**src/rtl/id_stage_pkg.sv**
```systemverilog
// Shared constants, control-word type and main-control decode for the ID stage.
package id_stage_pkg;

    localparam int WORD_W    = 32;
    localparam int REG_IDX_W = 5;

    localparam logic [5:0] OP_RTYPE = 6'h00;
    localparam logic [5:0] OP_LW    = 6'h23;
    localparam logic [5:0] OP_SW    = 6'h2B;
    localparam logic [5:0] OP_BEQ   = 6'h04;
    localparam logic [5:0] OP_ADDI  = 6'h08;

    localparam logic [1:0] ALUOP_ADD   = 2'b00;
    localparam logic [1:0] ALUOP_SUB   = 2'b01;
    localparam logic [1:0] ALUOP_FUNCT = 2'b10;

    typedef struct packed {
        logic       reg_dst;
        logic       alu_src;
        logic       mem_to_reg;
        logic       reg_write;
        logic       mem_read;
        logic       mem_write;
        logic       branch;
        logic [1:0] alu_op;
    } ctrl_t;

    localparam ctrl_t CTRL_NOP = '0;

    // Don't-care fields of sw/beq resolve to 0; unknown opcodes decode as a NOP.
    function automatic ctrl_t decode_ctrl(input logic [5:0] opcode);
        ctrl_t c;
        // NOTE: defaulting the whole word first guarantees every path assigns every bit, so no latch can be inferred.
        c = CTRL_NOP;
        case (opcode)
            OP_RTYPE: begin
                c.reg_dst   = 1'b1;
                c.reg_write = 1'b1;
                c.alu_op    = ALUOP_FUNCT;
            end
            OP_LW: begin
                c.alu_src    = 1'b1;
                c.mem_to_reg = 1'b1;
                c.reg_write  = 1'b1;
                c.mem_read   = 1'b1;
                c.alu_op     = ALUOP_ADD;
            end
            OP_SW: begin
                c.alu_src   = 1'b1;
                c.mem_write = 1'b1;
                c.alu_op    = ALUOP_ADD;
            end
            OP_BEQ: begin
                c.branch = 1'b1;
                c.alu_op = ALUOP_SUB;
            end
            OP_ADDI: begin
                c.alu_src   = 1'b1;
                c.reg_write = 1'b1;
                c.alu_op    = ALUOP_ADD;
            end
            default: c = CTRL_NOP;
        endcase
        return c;
    endfunction

endpackage

```
**src/rtl/id_stage_reg_file.sv**
```systemverilog
// Architectural register file: one synchronous write port, two combinational
// read ports with write-through, hard-wired zero register.
module id_stage_reg_file
    import id_stage_pkg::*;
#(
    parameter int REGS = 32
) (
    input  logic                 clk,
    input  logic                 i_reset,
    input  logic                 i_we,
    input  logic [REG_IDX_W-1:0] i_waddr,
    input  logic [WORD_W-1:0]    i_wdata,
    input  logic [REG_IDX_W-1:0] i_raddr1,
    input  logic [REG_IDX_W-1:0] i_raddr2,
    output logic [WORD_W-1:0]    o_rdata1,
    output logic [WORD_W-1:0]    o_rdata2
);

    logic [WORD_W-1:0] r_regs [REGS];
    logic              w_wr_en;

    assign w_wr_en = i_we && (i_waddr != '0);

    // NOTE: the array is cleared on reset, so it maps to flops rather than a RAM macro; that is what the clear-on-reset behaviour costs.
    always_ff @(posedge clk) begin
        if (i_reset) begin
            for (int i = 0; i < REGS; i++) begin
                r_regs[i] <= '0;
            end
        end else if (w_wr_en) begin
            r_regs[i_waddr] <= i_wdata;
        end
    end

    // Write-through lets writeback and decode share a cycle without a bypass stage.
    assign o_rdata1 = (i_raddr1 == '0)                    ? '0      :
                      (w_wr_en && (i_waddr == i_raddr1))  ? i_wdata :
                                                            r_regs[i_raddr1];
    assign o_rdata2 = (i_raddr2 == '0)                    ? '0      :
                      (w_wr_en && (i_waddr == i_raddr2))  ? i_wdata :
                                                            r_regs[i_raddr2];

endmodule

```
**src/rtl/id_stage.sv**
```systemverilog
// MIPS instruction-decode stage: field split, main control, sign extension,
// load-use hazard detection and the ID/EX pipeline register.
module id_stage
    import id_stage_pkg::*;
#(
    parameter int          REGS      = 32,
    parameter logic [31:0] RESET_NPC = 32'd0
) (
    input  logic        clk,
    input  logic        reset,
    input  logic [31:0] nPC_id,
    input  logic [31:0] IR_id,
    input  logic        RegWrite_wb,
    input  logic [4:0]  WriteReg_wb,
    input  logic [31:0] WriteData_wb,
    output logic        stall,
    output logic [31:0] nPC_ex,
    output logic [31:0] rd1_ex,
    output logic [31:0] rd2_ex,
    output logic [31:0] imm_ex,
    output logic [4:0]  rs_ex,
    output logic [4:0]  rt_ex,
    output logic [4:0]  rd_ex,
    output logic        RegDst_ex,
    output logic        ALUSrc_ex,
    output logic        MemRead_ex,
    output logic        MemWrite_ex,
    output logic        MemtoReg_ex,
    output logic        RegWrite_ex,
    output logic        Branch_ex,
    output logic [1:0]  ALUOp_ex
);

    logic [5:0]        w_opcode;
    logic [4:0]        w_rs;
    logic [4:0]        w_rt;
    logic [4:0]        w_rd;
    logic [WORD_W-1:0] w_imm;
    logic [WORD_W-1:0] w_rd1;
    logic [WORD_W-1:0] w_rd2;
    ctrl_t             w_ctrl;

    logic [WORD_W-1:0] r_npc;
    logic [WORD_W-1:0] r_rd1;
    logic [WORD_W-1:0] r_rd2;
    logic [WORD_W-1:0] r_imm;
    logic [4:0]        r_rs;
    logic [4:0]        r_rt;
    logic [4:0]        r_rd;
    ctrl_t             r_ctrl;

    assign w_opcode = IR_id[31:26];
    assign w_rs     = IR_id[25:21];
    assign w_rt     = IR_id[20:16];
    assign w_rd     = IR_id[15:11];
    assign w_imm    = {{16{IR_id[15]}}, IR_id[15:0]};
    assign w_ctrl   = decode_ctrl(w_opcode);

    id_stage_reg_file #(
        .REGS (REGS)
    ) u_reg_file (
        .clk      (clk),
        .i_reset  (reset),
        .i_we     (RegWrite_wb),
        .i_waddr  (WriteReg_wb),
        .i_wdata  (WriteData_wb),
        .i_raddr1 (w_rs),
        .i_raddr2 (w_rt),
        .o_rdata1 (w_rd1),
        .o_rdata2 (w_rd2)
    );

    // Conservative: any instruction naming the load's rt waits, even if it only writes it.
    assign stall = r_ctrl.mem_read && (r_rt != '0) && ((r_rt == w_rs) || (r_rt == w_rt));

    // NOTE: non-blocking assignments keep every ID/EX field sampling pre-edge values, independent of statement order.
    always_ff @(posedge clk) begin
        if (reset || stall) begin
            r_npc  <= RESET_NPC;
            r_rd1  <= '0;
            r_rd2  <= '0;
            r_imm  <= '0;
            r_rs   <= '0;
            r_rt   <= '0;
            r_rd   <= '0;
            r_ctrl <= CTRL_NOP;
        end else begin
            r_npc  <= nPC_id;
            r_rd1  <= w_rd1;
            r_rd2  <= w_rd2;
            r_imm  <= w_imm;
            r_rs   <= w_rs;
            r_rt   <= w_rt;
            r_rd   <= w_rd;
            r_ctrl <= w_ctrl;
        end
    end

    assign nPC_ex      = r_npc;
    assign rd1_ex      = r_rd1;
    assign rd2_ex      = r_rd2;
    assign imm_ex      = r_imm;
    assign rs_ex       = r_rs;
    assign rt_ex       = r_rt;
    assign rd_ex       = r_rd;
    assign RegDst_ex   = r_ctrl.reg_dst;
    assign ALUSrc_ex   = r_ctrl.alu_src;
    assign MemtoReg_ex = r_ctrl.mem_to_reg;
    assign RegWrite_ex = r_ctrl.reg_write;
    assign MemRead_ex  = r_ctrl.mem_read;
    assign MemWrite_ex = r_ctrl.mem_write;
    assign Branch_ex   = r_ctrl.branch;
    assign ALUOp_ex    = r_ctrl.alu_op;

endmodule

```
**config.mk**
```make
export PLATFORM = sky130hd
export DESIGN_NAME = id_stage
export DESIGN_NICKNAME = d
export VERILOG_FILES = /design/src/rtl/id_stage_pkg.sv /design/src/rtl/id_stage_reg_file.sv /design/src/rtl/id_stage.sv
export SDC_FILE = /design/constraint.sdc
export NUM_CORES = 2
export LEC_CHECK = 0
export CELL_PAD_IN_SITES_DETAIL_PLACEMENT = 1
export CELL_PAD_IN_SITES_GLOBAL_PLACEMENT = 1
export CORE_MARGIN = 4
export CORE_UTILIZATION = 28
export CTS_CLUSTER_SIZE = 10
export DETAILED_ROUTE_END_ITERATION = 8
export GPL_TIMING_DRIVEN = 1
export PLACE_DENSITY_LB_ADDON = 0.1
export SLEW_MARGIN = 25
export SYNTH_ARGS = -nofsm -noshare
export SYNTH_HDL_FRONTEND = slang
export SYNTH_SLANG_ARGS = --single-unit
```
**constraint.sdc**
```tcl
create_clock -name clk -period 3.7 [get_ports clk]
set_input_delay 1.11 -clock clk [delete_from_list [all_inputs] [get_ports clk]]
set_output_delay 1.11 -clock clk [all_outputs]
set_load 0.01 [all_outputs]
```
# Word level (Yosys, flattened, before mapping)
# Memories as Yosys holds them, arrays and structs flattened. A register that Yosys moved wholly into a read port is not among the register bits.
# Cells that the tools add are included.
dict set report totals {
  register_bits 71
  ram_bits 1024
  in_bits 104
  out_inout_bits 153
  elab_cells 49
  mem_count 1
}
dict set report classes {
  n_eq_ne 6
  muxes 15
  n_reduce_logical 15
}
# memory words width read_ports rd_ports_with_merged_regs write_ports line
set mem_list {}
lappend mem_list {u_reg_file.r_regs 32 32 2 2 32 id_stage_reg_file.sv:19} ;# logic [WORD_W-1:0] r_regs [REGS];
# op n
set op_table {}
lappend op_table {{32-bit 2-to-1 mux} 1}
lappend op_table {{32-bit OR reduction} 1}
lappend op_table {{6-bit equality test (second input constant)} 2}
lappend op_table {{1-bit 2-to-1 mux} 12}
lappend op_table {{5-bit equality test} 2}
lappend op_table {{5-bit zero test} 2}
lappend op_table {{5-bit nonzero test} 2}
lappend op_table {{6-bit by 3-bit equality test with 1-bit output (second input constant)} 1}
lappend op_table {{6-bit by 4-bit equality test with 1-bit output (second input constant)} 1}
lappend op_table {{6-bit zero test} 1}
lappend op_table {{3-bit OR reduction} 2}
lappend op_table {{5-bit 2-to-1 mux} 1}
lappend op_table {{2-bit one-hot mux with 2 select lines} 1}
lappend op_table {{2-bit OR reduction} 2}
lappend op_table {{1-bit logical AND} 3}
lappend op_table {{1-bit logical OR} 2}

# Longest topological paths before layout
dict set report depth {
  ltp_word 7
  depth_mapped 11
  depth_no_buf 6
}

# By module
# A second synthesis with hierarchy kept.
dict set report unflattened {
  hier_cells 4241
  area_unflattened_um2 59563.4
}
# module instances cells_each area_per_inst_um2 seq_area_each_um2
set by_module_without_submodules {}
lappend by_module_without_submodules {id_stage_reg_file 1 3918 55723.4 30749.5}
lappend by_module_without_submodules {id_stage 1 323 3839.9 2582.5}

# Worst setup path before layout
# Ideal clock, no wire load.
dict set report synth_path {
  path_type {input-to-output}
  from {input IR_id[20]}
  to {output stall}
  arrival_ns 1.915
  required_time_ns 2.590
  slack_ns 0.675
  stages 5
  n_path_buf 1
  cell_sequence {buf_2 > xnor2_1 > nand3_1 > o22ai_1 > and3_1}
}
dict set report synth_via {
  elab_chain_cells 3
}
# element line
set synth_rtl {}
lappend synth_rtl {{start: declaration} id_stage.sv:12} ;# input logic [31:0] IR_id,
lappend synth_rtl {{5-bit equality test} id_stage.sv:74} ;# assign stall = r_ctrl.mem_read && (r_rt != '0) && ((r_rt == w_rs) || (r_rt == w_rt));
lappend synth_rtl {{1-bit logical OR} id_stage.sv:74}
lappend synth_rtl {{1-bit logical AND} id_stage.sv:74}
lappend synth_rtl {{end: declaration} id_stage.sv:16} ;# output logic stall,
# No other way between the ends.

# Worst setup path in the final report
# Ends and elaborated chain as after synthesis.

==> flow_summary.ini <==
[job]
drv_cap = 0

[sta]
fin_crit_sh_pct = 97.8
slew_violations = 0
rsz0062_at_grt = no
fmax_mhz = 276
period_minus_slack_ns = 3.62
layout_setup_ws_ns = 0.0801
skew_ns = 0.0445
tightest_slew_ns = 0.877
final-setup-viol-count = 0
hold_violations = 0
slew_headroom_pct = 41.4

[route]
wl_per_cell_um = 37.1
vias = 41448
drc = 0
drt_iter0_drc = 4543
first_pass_iters = 5
antenna_left = 0
avgViaCountPerCell = 5.44
wl_um = 283000

[yosys]
avgSynthCellArea_um2 = 13.9
synth_edf_count = 1024
seq_area_frac_synth_pct = 56.3
ys_warn_count = 0
synth_seq_cells = 1154
syn_inst = 4273
yosysUniqueCellTypes = 53
syn_area_um2 = 59300
yosys_most_used_dff = edfxtp_1
async_flop_share_pct = 0

[placed_design]
hpwl_um = 179000
place_ws_ns = -0.330
portBuffers = 256
gp_congestion = 0.811

[worst_hold_path]
min_path_type = primary input to register

[global_route]
grt.total_usage_pct = 25.4
antenna_found_initial = 46
grt_pass1_vias = 42614
grt_pass1_wl_um = 379000
overflow = 0
grt_max_degree = 93

[layout]
postLayoutCoreUtil_pct = 34.8
fin_nets = 4788
area_delta_synth_final_pct = 23.4
drive_gt1_share_pct = 23.6

[die]
die_area_um2 = 219000
coreArea_um2 = 210000
io_pins = 257
die_x_um = 468
start_util_pct = 28.2
num_rows = 168
die_y_um = 468

[worst_setup_path]
end_kind = primary output
slowest_delay_ns = 0.24
cp.arrival_ns = 2.51
path_cells = buf_4 -> xnor2_1 -> nand3_2 -> o22ai_2 -> buf_4 -> and3_1 -> clkdlybuf4s15_2
start_kind = primary input
worstPathMaxFanout = 3
path_common_cell = buf_4
slowest_stage = clkdlybuf4s15_2
cp.required_ns = 2.59
worstSetupPathType = primary input to primary output

[clocking]
h-tree-depth = 4
hold_buffers = 0
clockBufferDepth = 3
clk_pin_slew_worst_paths_ns = 0.06
cts_root_buf = clkbuf_16
cts_tree = yes
clkLatencyLatePin_ns = 0.81
cts.sinks = 1154
cts_buffers = 147

[power_and_ir_drop]
p_per_area_nw_per_um2 = 464
power_leakage_nw = 26.0
peakVddDrop_uv = 462

[status]
status = completed
[flip-flops by register name, summed over array words and instances (netlist names), 2 cells and up]
name,cells
rd2_ex,32
rd1_ex,32
rs_ex,5
nPC_ex,32
u_reg_file.r_regs,1024
ALUOp_ex,2
imm_ex,15
rt_ex,5
[final timing paths]
| kind | from | endpoint | slack (ns) | cells past startpoint |
|---|---|---|---|---|
| max reg2reg | rt_ex[1] | rd1_ex[4] | 1.24 | 10 |
| min | WriteData_wb[15] | rd1_ex[15] | 0.80 | 3 |
| min reg2reg | MemRead_ex | rd2_ex[30] | 0.86 | 3 |
| max | IR_id[20] | stall | 0.08 | 7 |
[layout make-up]
class | count | area, µm²
diodes | 23 | 57.6
clock inverters | 34 | 374
flip-flops and latches | 1154 | 33400
inverters | 4 | 15.0
well taps | 2805 | 3510
multi-input cells | 2687 | 24200
clock buffers | 224 | 4150
repair buffers | 690 | 7460
fillers | 21602 | 137000
[per-layer routing]
metal	up-vias	share of wire (%)	global-route usage (%)
met2	1688	46	40.6
met4	2	3.1	7.75
li1	16995	-	-
met1	22418	45	35.8
met3	345	6.1	3.40
met5	-	0.0046	0
[through the flow]
stage          instance area (µm²)  TNS (ns)  hold slack, ns  power, mW  std cells
2_1_floorplan                59400         0           0.680       17.7       4304
3_3_place_gp                 68500     -1.69           0.840       20.2       7340
3_5_place_dp                 68500     -1.95           0.848       20.2       7340
4_1_cts                      73100         0           0.774       34.3       7598
5_1_grt                      73100         0           0.819       35.0       7601
6_report                     73100         0           0.795       33.9       7621
[critical path, delay by kind of cell]
kind | cells | cell delay, ns
compound gates | 1 | 0.22
xor+xnor | 1 | 0.23
buf+inv | 3 | 0.56
simple gates | 2 | 0.37
[layout by cell type, fill, tap and decap left out, types with 21 or more instances in the layout]
cell type,instances
a211oi_1,73
a21oi_1,144
a221o_1,21
a221oi_1,56
a32o_1,31
and2_1,1047
buf_12,131
buf_4,307
clkbuf_1,64
clkbuf_16,152
clkdlybuf4s50_1,241
conb_1,32
dfxtp_1,126
diode_2,23
edfxtp_1,1024
mux2_2,83
mux2i_1,359
mux4_2,324
nand2_1,63
nor2_1,44
nor2_4,34
nor2b_1,26
o21ai_1,38
o221ai_1,49
o22ai_1,74
[logic make-up (layout without fill, tap and decap cells)]
family                 after synthesis  in the layout  synth area share, %
multiplexers                       766            766                 20.0
XOR/XNOR                            20             20                0.296
AO/OA/AOI/OAI                      531            531                 6.22
AND/OR/NAND/NOR                   1338           1338                 13.5
buffers and inverters              463            952                 3.74
flip-flops                        1154           1154                 56.3
other                                1             55              0.00633
[synth_stat cells, types with 2 or more instances]
master	instances	share of area [%]
and2_1	1047	11
edfxtp_1	1024	52
mux2i_1	359	6.1
mux4_2	324	12
clkbuf_1	281	1.8
a21oi_1	144	1.2
dfxtp_1	130	4.4
mux2_2	83	1.6
buf_2	81	0.68
nor2_1	78	0.49
o22ai_1	75	0.79
a211oi_1	73	0.92
buf_4	70	0.89
nand2_1	64	0.41
a221oi_1	56	0.83
o221ai_1	49	0.72
o21ai_1	38	0.32
or2_2	32	0.34
a32o_1	31	0.52
nor2b_1	29	0.31
a221o_1	21	0.35
nor3_1	19	0.16
or3_1	19	0.20
buf_6	15	0.28
nand3_1	15	0.13
xnor2_1	15	0.22
o21ai_0	14	0.12
a211o_1	12	0.18
buf_1	12	0.076
a31oi_1	11	0.12
nand2b_1	9	0.095
nand3b_1	6	0.076
nand4_1	6	0.063
xor2_1	5	0.074
and3_1	3	0.032
inv_1	3	0.019
o211ai_1	3	0.038
or3b_2	2	0.030
[repair_timing]
| item | CTS | global route |
|---|---|---|
| setup endpoints to repair | 1 | 0 |
| setup buffers | 0 | 0 |
| resized for setup | 10 | 0 |
[power breakdown]
part	switching (mW)	internal [mW]	total [mW]
Clock	5.94	8.07	14.0
Sequential	0.449	14.9	15.4
Combinational	2.60	1.94	4.54
(Power assumes the default switching activity.)
